## src/rtl/address_sequencer.sv

```systemverilog
// Address sequencer: emits SSID / hitInfo words for the hit-storage memories,
// either as a linear sweep (start/end/stride) or from a runtime-loaded table.
//
// state  | meaning
// -------+----------------------------------------------------------------
// IDLE   | waiting for start; table writable
// RUN    | emitting addresses; first cycle after start loads the first word
// DONE   | pass finished without loop; table writable, start re-arms
module address_sequencer #(
  parameter int SSIDBITS      = 8,
  parameter int NCOLS_HLM     = 16,
  parameter int TABLE_DEPTH   = 32,
  parameter int TBL_ADDR_BITS = $clog2(TABLE_DEPTH)
) (
  input  logic                     clock,
  input  logic                     resetN,
  input  logic                     start,
  input  logic                     abort,
  input  logic                     mode,
  input  logic                     loopEnable,
  input  logic [SSIDBITS-1:0]      linStart,
  input  logic [SSIDBITS-1:0]      linEnd,
  input  logic [SSIDBITS-1:0]      linStride,
  input  logic [TBL_ADDR_BITS:0]   tblLength,
  input  logic                     tblWrEn,
  input  logic [TBL_ADDR_BITS-1:0] tblWrAddr,
  input  logic [NCOLS_HLM-1:0]     tblWrData,
  input  logic                     storageReady,
  output logic [SSIDBITS-1:0]      SSID,
  output logic [NCOLS_HLM-1:0]     hitInfo,
  output logic                     newAddress,
  output logic                     busy,
  output logic                     done
);

  typedef enum logic [1:0] {
    S_IDLE = 2'd0,
    S_RUN  = 2'd1,
    S_DONE = 2'd2
  } state_e;

  localparam logic [TBL_ADDR_BITS:0]   DEPTH_C   = (TBL_ADDR_BITS+1)'(TABLE_DEPTH);
  localparam logic [TBL_ADDR_BITS:0]   LEN_ONE   = (TBL_ADDR_BITS+1)'(1);
  localparam logic [TBL_ADDR_BITS-1:0] IDX_ONE   = TBL_ADDR_BITS'(1);
  localparam logic [SSIDBITS-1:0]      STRIDE_ONE = SSIDBITS'(1);

  state_e                   state_q, state_d;
  logic                     valid_q, valid_d;
  logic [NCOLS_HLM-1:0]     hit_q;
  logic [TBL_ADDR_BITS-1:0] idx_q, idx_d;
  logic                     mode_q, mode_d;
  logic                     loop_q, loop_d;
  logic [SSIDBITS-1:0]      lin_start_q, lin_start_d;
  logic [SSIDBITS-1:0]      lin_end_q, lin_end_d;
  logic [SSIDBITS-1:0]      stride_q, stride_d;
  logic [TBL_ADDR_BITS:0]   len_q, len_d;

  logic [NCOLS_HLM-1:0]     mem [TABLE_DEPTH];

  logic                     xfer;
  logic [SSIDBITS:0]        lin_sum;
  logic                     lin_last;
  logic                     tbl_last;
  logic                     pass_last;
  logic [TBL_ADDR_BITS-1:0] idx_next;
  logic                     tbl_load;
  logic                     lin_load;
  logic [TBL_ADDR_BITS-1:0] rd_idx;
  logic [SSIDBITS-1:0]      lin_addr;
  logic [NCOLS_HLM-1:0]     lin_word;

  // The output register doubles as the current linear address, so the
  // next-address sum is taken from its low bits. The extra sum bit catches
  // overflow so the sweep never wraps past 2^SSIDBITS.
  assign xfer      = valid_q & storageReady;
  assign lin_sum   = {1'b0, hit_q[SSIDBITS-1:0]} + {1'b0, stride_q};
  assign lin_last  = lin_sum[SSIDBITS] | (lin_sum[SSIDBITS-1:0] > lin_end_q);
  assign tbl_last  = ({1'b0, idx_q} == (len_q - LEN_ONE));
  assign pass_last = mode_q ? tbl_last : lin_last;
  assign idx_next  = idx_q + IDX_ONE;

  // Next-state, configuration latch and load-select for the output word.
  always_comb begin
    state_d     = state_q;
    valid_d     = valid_q;
    idx_d       = idx_q;
    mode_d      = mode_q;
    loop_d      = loop_q;
    lin_start_d = lin_start_q;
    lin_end_d   = lin_end_q;
    stride_d    = stride_q;
    len_d       = len_q;
    tbl_load    = 1'b0;
    lin_load    = 1'b0;
    rd_idx      = '0;
    lin_addr    = lin_start_q;

    if (abort) begin
      state_d = S_IDLE;
      valid_d = 1'b0;
    end else begin
      case (state_q)
        S_IDLE, S_DONE: begin
          if (start) begin
            state_d     = S_RUN;
            valid_d     = 1'b0;
            idx_d       = '0;
            mode_d      = mode;
            loop_d      = loopEnable;
            lin_start_d = linStart;
            lin_end_d   = linEnd;
            stride_d    = (linStride == '0) ? STRIDE_ONE : linStride;
            len_d       = (tblLength > DEPTH_C) ? DEPTH_C : tblLength;
          end
        end
        S_RUN: begin
          if (!valid_q) begin
            // First cycle of the pass: fetch the first word (table read is
            // registered, so it appears together with newAddress).
            if (mode_q && (len_q == '0)) begin
              state_d = S_DONE;
            end else begin
              valid_d  = 1'b1;
              idx_d    = '0;
              rd_idx   = '0;
              tbl_load = mode_q;
              lin_load = ~mode_q;
              lin_addr = lin_start_q;
            end
          end else if (xfer) begin
            if (pass_last) begin
              if (loop_q) begin
                idx_d    = '0;
                rd_idx   = '0;
                tbl_load = mode_q;
                lin_load = ~mode_q;
                lin_addr = lin_start_q;
              end else begin
                state_d = S_DONE;
                valid_d = 1'b0;
              end
            end else begin
              idx_d    = idx_next;
              rd_idx   = idx_next;
              tbl_load = mode_q;
              lin_load = ~mode_q;
              lin_addr = lin_sum[SSIDBITS-1:0];
            end
          end
        end
        default: begin
          state_d = S_IDLE;
          valid_d = 1'b0;
        end
      endcase
    end
  end

  // Linear addresses are presented zero-extended on hitInfo.
  always_comb begin
    lin_word                 = '0;
    lin_word[SSIDBITS-1:0]   = lin_addr;
  end

  // Control and configuration registers.
  always_ff @(posedge clock or negedge resetN) begin
    if (!resetN) begin
      state_q     <= S_IDLE;
      valid_q     <= 1'b0;
      idx_q       <= '0;
      mode_q      <= 1'b0;
      loop_q      <= 1'b0;
      lin_start_q <= '0;
      lin_end_q   <= '0;
      stride_q    <= '0;
      len_q       <= '0;
    end else begin
      state_q     <= state_d;
      valid_q     <= valid_d;
      idx_q       <= idx_d;
      mode_q      <= mode_d;
      loop_q      <= loop_d;
      lin_start_q <= lin_start_d;
      lin_end_q   <= lin_end_d;
      stride_q    <= stride_d;
      len_q       <= len_d;
    end
  end

  // Output word: registered table read or next linear address; holds on stall.
  always_ff @(posedge clock or negedge resetN) begin
    if (!resetN) begin
      hit_q <= '0;
    end else if (tbl_load) begin
      hit_q <= mem[rd_idx];
    end else if (lin_load) begin
      hit_q <= lin_word;
    end
  end

  // Table storage; writes are locked out while a pass is running.
  always_ff @(posedge clock) begin
    if (tblWrEn && (state_q != S_RUN)) begin
      mem[tblWrAddr] <= tblWrData;
    end
  end

  assign SSID       = hit_q[SSIDBITS-1:0];
  assign hitInfo    = hit_q;
  assign newAddress = valid_q;
  assign busy       = (state_q == S_RUN);
  assign done       = (state_q == S_DONE);

endmodule

```

## config.mk

```make
export PLATFORM = sky130hd
export DESIGN_NAME = address_sequencer
export DESIGN_NICKNAME = d
export VERILOG_FILES = /design/src/rtl/address_sequencer.sv
export SDC_FILE = /design/constraint.sdc
export NUM_CORES = 1
export LEC_CHECK = 0
export CORE_AREA = 2 2 264 266
export DETAILED_ROUTE_END_ITERATION = 7
export DIE_AREA = 0 0 266 268
export PLACE_DENSITY_LB_ADDON = 0.05
export SLEW_MARGIN = 20
export SYNTH_ARGS = -nofsm -noshare
export SYNTH_HDL_FRONTEND = slang
export SYNTH_SLANG_ARGS = --single-unit
export TNS_END_PERCENT = 30
```

## constraint.sdc

```tcl
create_clock -name clock -period 5.7 [get_ports clock]
set_clock_uncertainty 0.2 [all_clocks]
set_input_delay 0.57 -clock clock [delete_from_list [all_inputs] [get_ports clock]]
set_output_delay 0.57 -clock clock [all_outputs]
set_load 0.02 [all_outputs]
```

[After elaboration in Yosys (flattened, before gate mapping)]
Memory sizes are Yosys's and may differ from the RTL's.
Index checks and enable logic that the tools add are counted.
Storage, ports and cells
  flip-flop bits (word level): 56
  bits in writable memories: 512
  output and inout bits: 27
  word-level logic and storage cells: 98
  memories kept: 1
Memory list
  mem: words 32, bits a word 16, rd ports 1, clocked after Yosys merged registers in 0, wr ports 1, line 58  | logic [NCOLS_HLM-1:0] mem [TABLE_DEPTH];
Cells by class
  add/sub/neg operators: 3
  magnitude comparators: 2
  eq/ne operators: 13
  multiplexer cells: 54
  bitwise operators: 4
  reduce and logical (&&, ||, !) cells: 11
Operator list (number)
  5-bit 2-to-1 mux: 11
  8-bit 2-to-1 mux: 6
  16-bit 2-to-1 mux: 2
  1-bit 2-to-1 mux: 24
  2-bit 2-to-1 mux: 7
  5-bit one-hot mux with 2 select lines: 1
  8-bit by 8-bit adder with 9-bit output: 1
  8-bit greater-than comparator: 1
  8-bit zero test: 1
  4-bit by 3-bit != test with 1-bit output (second input constant): 2
  4-bit != test (second input constant): 2
  5-bit by 6-bit == test with 1-bit output: 1
  6-bit greater-than comparator (second input constant): 1
  6-bit zero test: 1
  6-bit 2-to-1 mux: 1
  3-bit != test (second input constant): 2
  6-bit AND reduction: 1
  6-bit by 1-bit subtractor with 6-bit output (second input constant): 1
  5-bit by 1-bit adder with 5-bit output (second input constant): 1
  5-bit AND reduction: 1
  4-bit by 2-bit != test with 1-bit output (second input constant): 1
  2-bit one-hot mux with 2 select lines: 1
  2-bit nonzero test: 2
  3-bit by 2-bit != test with 1-bit output (second input constant): 1
  12 further kinds: 14

[Depth between registers and ports, before layout]
  word-level depth: 11
  depth in mapped cells: 21
  gate-level depth less buffers: 17

[Worst setup path after synthesis]
Ideal clock, no wire load.
  kind: register to register
  start point: reg hit_q[1], in the netlist hitInfo[1]
  end point: reg hit_q[7], in the netlist hitInfo[7]
  library setup time: 126 ps
  arrival time: 4162 ps
  required time: 5374 ps
  slack: 1212 ps
  cell stages (with the launch flop): 19
  buffers on the path: 2
  period minus slack after synthesis: 4488 ps
  cell sequence: dfrtp_1 > ha_1 > a21o_1 > a21oi_1 > o21bai_1 > a2111oi_0 > nor3_1 > xor2_1 > ha_1 > and4_1 > o31ai_1 > o211ai_1 > buf_4 > or4_4 > buf_6 > nor2_2 > o21ai_1 > o22a_1 > a221o_1
Between the ends
  longest elaborated chain between the ends: 11
Ends and longest elaborated chain
  start: declaration: line 49  | logic [NCOLS_HLM-1:0] hit_q;
  start signal: assignment: line 195  | hit_q <= mem[rd_idx];
  start signal: assignment: line 197  | hit_q <= lin_word;
  8-bit by 8-bit adder with 9-bit output (*): line 76  | assign lin_sum = {1'b0, hit_q[SSIDBITS-1:0]} + {1'b0, stride_q};
  8-bit greater-than comparator: line 77  | assign lin_last = lin_sum[SSIDBITS] | (lin_sum[SSIDBITS-1:0] > lin_end_q);
  1-bit bitwise OR: line 77
  1-bit 2-to-1 mux: line 79  | assign pass_last = mode_q ? tbl_last : lin_last;
  5-bit 2-to-1 mux or 8-bit 2-to-1 mux (tied branches): line 131  | if (pass_last) begin
  5-bit 2-to-1 mux or 8-bit 2-to-1 mux (tied branches): line 130  | end else if (xfer) begin
  5-bit 2-to-1 mux or 8-bit 2-to-1 mux (tied branches): line 117  | if (!valid_q) begin
  5-bit 2-to-1 mux or 8-bit 2-to-1 mux (tied branches): line 102  | case (state_q)
  5-bit 2-to-1 mux or 8-bit 2-to-1 mux (tied branches): line 98  | if (abort) begin
  memory read 32 x 16 bit or 16-bit 2-to-1 mux (tied branches)
  16-bit 2-to-1 mux: line 194  | end else if (tbl_load) begin
Mark *: on every way between the ends. The rest lies on a longest branch, timed or not. The select of a mux whose other input is x is not followed.
A chain may end at the register's enable or synchronous reset.

[Worst setup path after layout]
  start point: reg hit_q[1], in the netlist hitInfo[1]
  end point: reg hit_q[4], in the netlist hitInfo[4]
The elaborated chain is that of the path after synthesis.

==> metrics.txt <==
status=finished clean; iteration-0 DRC count of the detailed router=1105; top cell type's share of synthesized area=64.9%; final WL=73400 um; reg2reg setup slack=0.28 ns; R2R depth=20; # rows=96; clock root cell=clkbuf_16; endpoints failing setup=0; EDFF count, synth=512; Die Wd=266 um; Die Span Y=268 um; HP Class=flop to flop; Post-synth ARST share=9.86%; Most used DFF post-synth=edfxtp_1; DR pass1 iterations=5; Pins Over Slew Limit=0; f_max=185 MHz; Core Region=68200 sq um; CP Launch Type=flop; clock net sink count=568; Seq/Total Area, Yosys=70.8%; Synth Register Bits=568; Setup crit start=hitInfo[1]$_DFFE_PN0P_; antenna violations before repair=0; element type at the critical path end=flop; share of cells above drive strength 1=15.5%; drc violations=0; Tmin final=5.42 ns; hold slack=0.282 ns; worst r2r src=hitInfo[1]$_DFFE_PN0P_; largest net degree at the start of global routing=135; Worst Setup EP=hitInfo[4]$_DFFE_PN0P_; Layout area overhead=18.0%; Worst Path Required=6.00 ns; Initial Util=34.7%; Syn. warnings=0; hold depth=2; Crit-path slowest cell=a21boi_0; gpl congestion=0.824; crit path DAT=5.72 ns; number of H-tree levels=3; Mapped Area=23700 sq um; first-pass GRT wire length=106000 um; Setup CP Type=flop to flop; final hold viol count=0; Max Cap Viol=0; DR vias/cell=5.45; antenna viol nets, final=0; DR vias=14435; Synth area leader=edfxtp_1; Max IR drop VDD=176 uV; Total GRT Usage=20.9%; Pwr Density=372 nW/um^2; Syn Inst Count=1580; WL per Instance=27.7 um; main area contributors after synthesis=edfxtp_1 65%, dfrtp_1 5.9%, mux4_2 3.7%; Top Ports=86; period utilization=95.1%; RSZ-0062 raised after global routing=no; Inserted Clock Buffers=66; TritonCTS clock tree=built; GRT overflow=0; die area=71300 sq um; CP peak stage delay=0.54 ns; cells along the critical path=ha_1 > a21o_1 > a21oi_1 > o21bai_1 > a2111oi_0 > nor3_1 > xor2_1 > ha_1 > o21ai_0 > nor2_1 > and4bb_2 > o211ai_1 > buf_4 > nand2b_2 > buf_12 > nor2_1 > buf_4 > a21boi_0 > o31ai_1 > o311ai_1; clk_lat worst skew=0.61 ns; Worst-path clk slew=0.06 ns; slew margin rel.=31.6%; R2R Path End=hitInfo[4]$_DFFE_PN0P_; nets=1793; Post-synth top cells=512 x edfxtp_1, 157 x nand2_1, 93 x nor2_1, 84 x a21oi_1, 79 x o21ai_0; port bufs=85; Lkg Pwr=9.15 nW; number of distinct library cells after synthesis=80; worst-path fanout max=51; average cell area after synthesis=15.0 sq um; vias in the first global route=14704; HPWL Detailed=47000 um; Clock Path Buffers=3; Syn Nets=1659; top-count cell post-synth=edfxtp_1; setup_tns=0 ns; Overall Power=10.4 mW; Slew @ Worst Pin=1.02 ns
-- per-stage QoR --
step | area [sq um] | setup WS, ns | instances | util, %
6_report | 28000 | 0.282 | 2648 | 41.0
5_1_grt | 28000 | 0.0613 | 2647 | 41.0
4_1_cts | 28000 | 0.296 | 2647 | 41.0
3_5_place_dp | 25900 | 0.338 | 2527 | 38.0
3_3_place_gp | 25900 | 0.157 | 2527 | 38.0
2_1_floorplan | 23700 | 1.21 | 1580 | -
-- power by group --
part,leakage [nW],internal (mW),switching [mW]
logic,2.83,0.605,0.888
registers,5.32,4.67,0.164
clock network,0.994,2.35,1.72
-- placed cells by master, fill, tap and decap left out, drive strengths merged, types with 9 or more instances in the layout --
cell,count
a211oi,17
a31oi,9
nand2,157
clkbuf,86
buf,85
ha,19
or3,14
dfrtp,56
inv,23
nand2b,10
edfxtp,512
o22ai,15
nor3,46
o21ai,80
clkinv,25
nor2b,9
nor2,95
mux2,30
clkdlybuf4s50,84
nand3,17
mux4,39
nand3b,10
a21oi,84
a221oi,16
o221ai,19
mux2i,59
o31ai,12
-- critical path: cells and delay by family (launching register included) --
kind	cells	cell delay [ns]
AO/OA/AOI/OAI	9	2.29
XOR/XNOR	1	0.17
adder cells (fa/ha/maj)	2	0.61
buffers and inverters	3	0.71
flip-flops	1	0.45
AND/OR/NAND/NOR	5	0.85
-- what timing repair did --
action                                  in CTS  in global routing
hold buffers                                 1                  0
hold endpoints to repair                    23                  0
gates resized for setup                      0                  0
endpoints found under the setup margin       0                  0
setup buffers                                0                  0
-- per-layer routing --
layer	share of wire, %	track usage [%]	wire [um]
met5	0	0	0
met4	3.0	6.79	2210
met3	4.2	3.51	3070
met2	48	34.4	35200
met1	45	28.1	32900
-- state kept, by name (all words and copies together) (netlist names), 2 cells and up --
| signal | flops |
|---|---|
| hitInfo | 16 |
| idx_q | 5 |
| len_q | 6 |
| lin_end_q | 8 |
| lin_start_q | 8 |
| mem | 512 |
| state_q | 2 |
| stride_q | 8 |
-- final cells by class --
type | count | area, sq um
Antenna cell | 1 | 2.50
Clock buffer | 86 | 1780
Clock inverter | 33 | 260
Fill cell | 6339 | 40300
Inverter | 19 | 71.3
Multi-Input combinational cell | 889 | 6440
Sequential cell | 568 | 16800
Tap cell | 882 | 1100
Timing Repair Buffer | 170 | 1540
-- cells by family after synthesis --
group / after synthesis / synth area share [%]
flops: 568 / 70.8
simple gates: 381 / 7.45
compound gates: 345 / 9.98
mux: 128 / 7.63
buf+inv: 123 / 2.47
fa+ha+maj: 20 / 1.09
xor+xnor: 15 / 0.586
-- worst min path at each step --
| stage | from | to | slack, ns |
|---|---|---|---|
| after floorplan | resetN | hitInfo[0]$_DFFE_PN0P_ | 0.07 |
| after global placement | stride_q[4]$_DFFE_PN0P_ | stride_q[4]$_DFFE_PN0P_ | 0.27 |
| after detailed placement | stride_q[4]$_DFFE_PN0P_ | stride_q[4]$_DFFE_PN0P_ | 0.27 |
| after CTS | linStart[7] | lin_start_q[7]$_DFFE_PN0P_ | 0.27 |
| after global routing | linEnd[0] | lin_end_q[0]$_DFFE_PN0P_ | 0.30 |
| final | stride_q[4]$_DFFE_PN0P_ | stride_q[4]$_DFFE_PN0P_ | 0.28 |
Power figures use the tool's default switching activity.
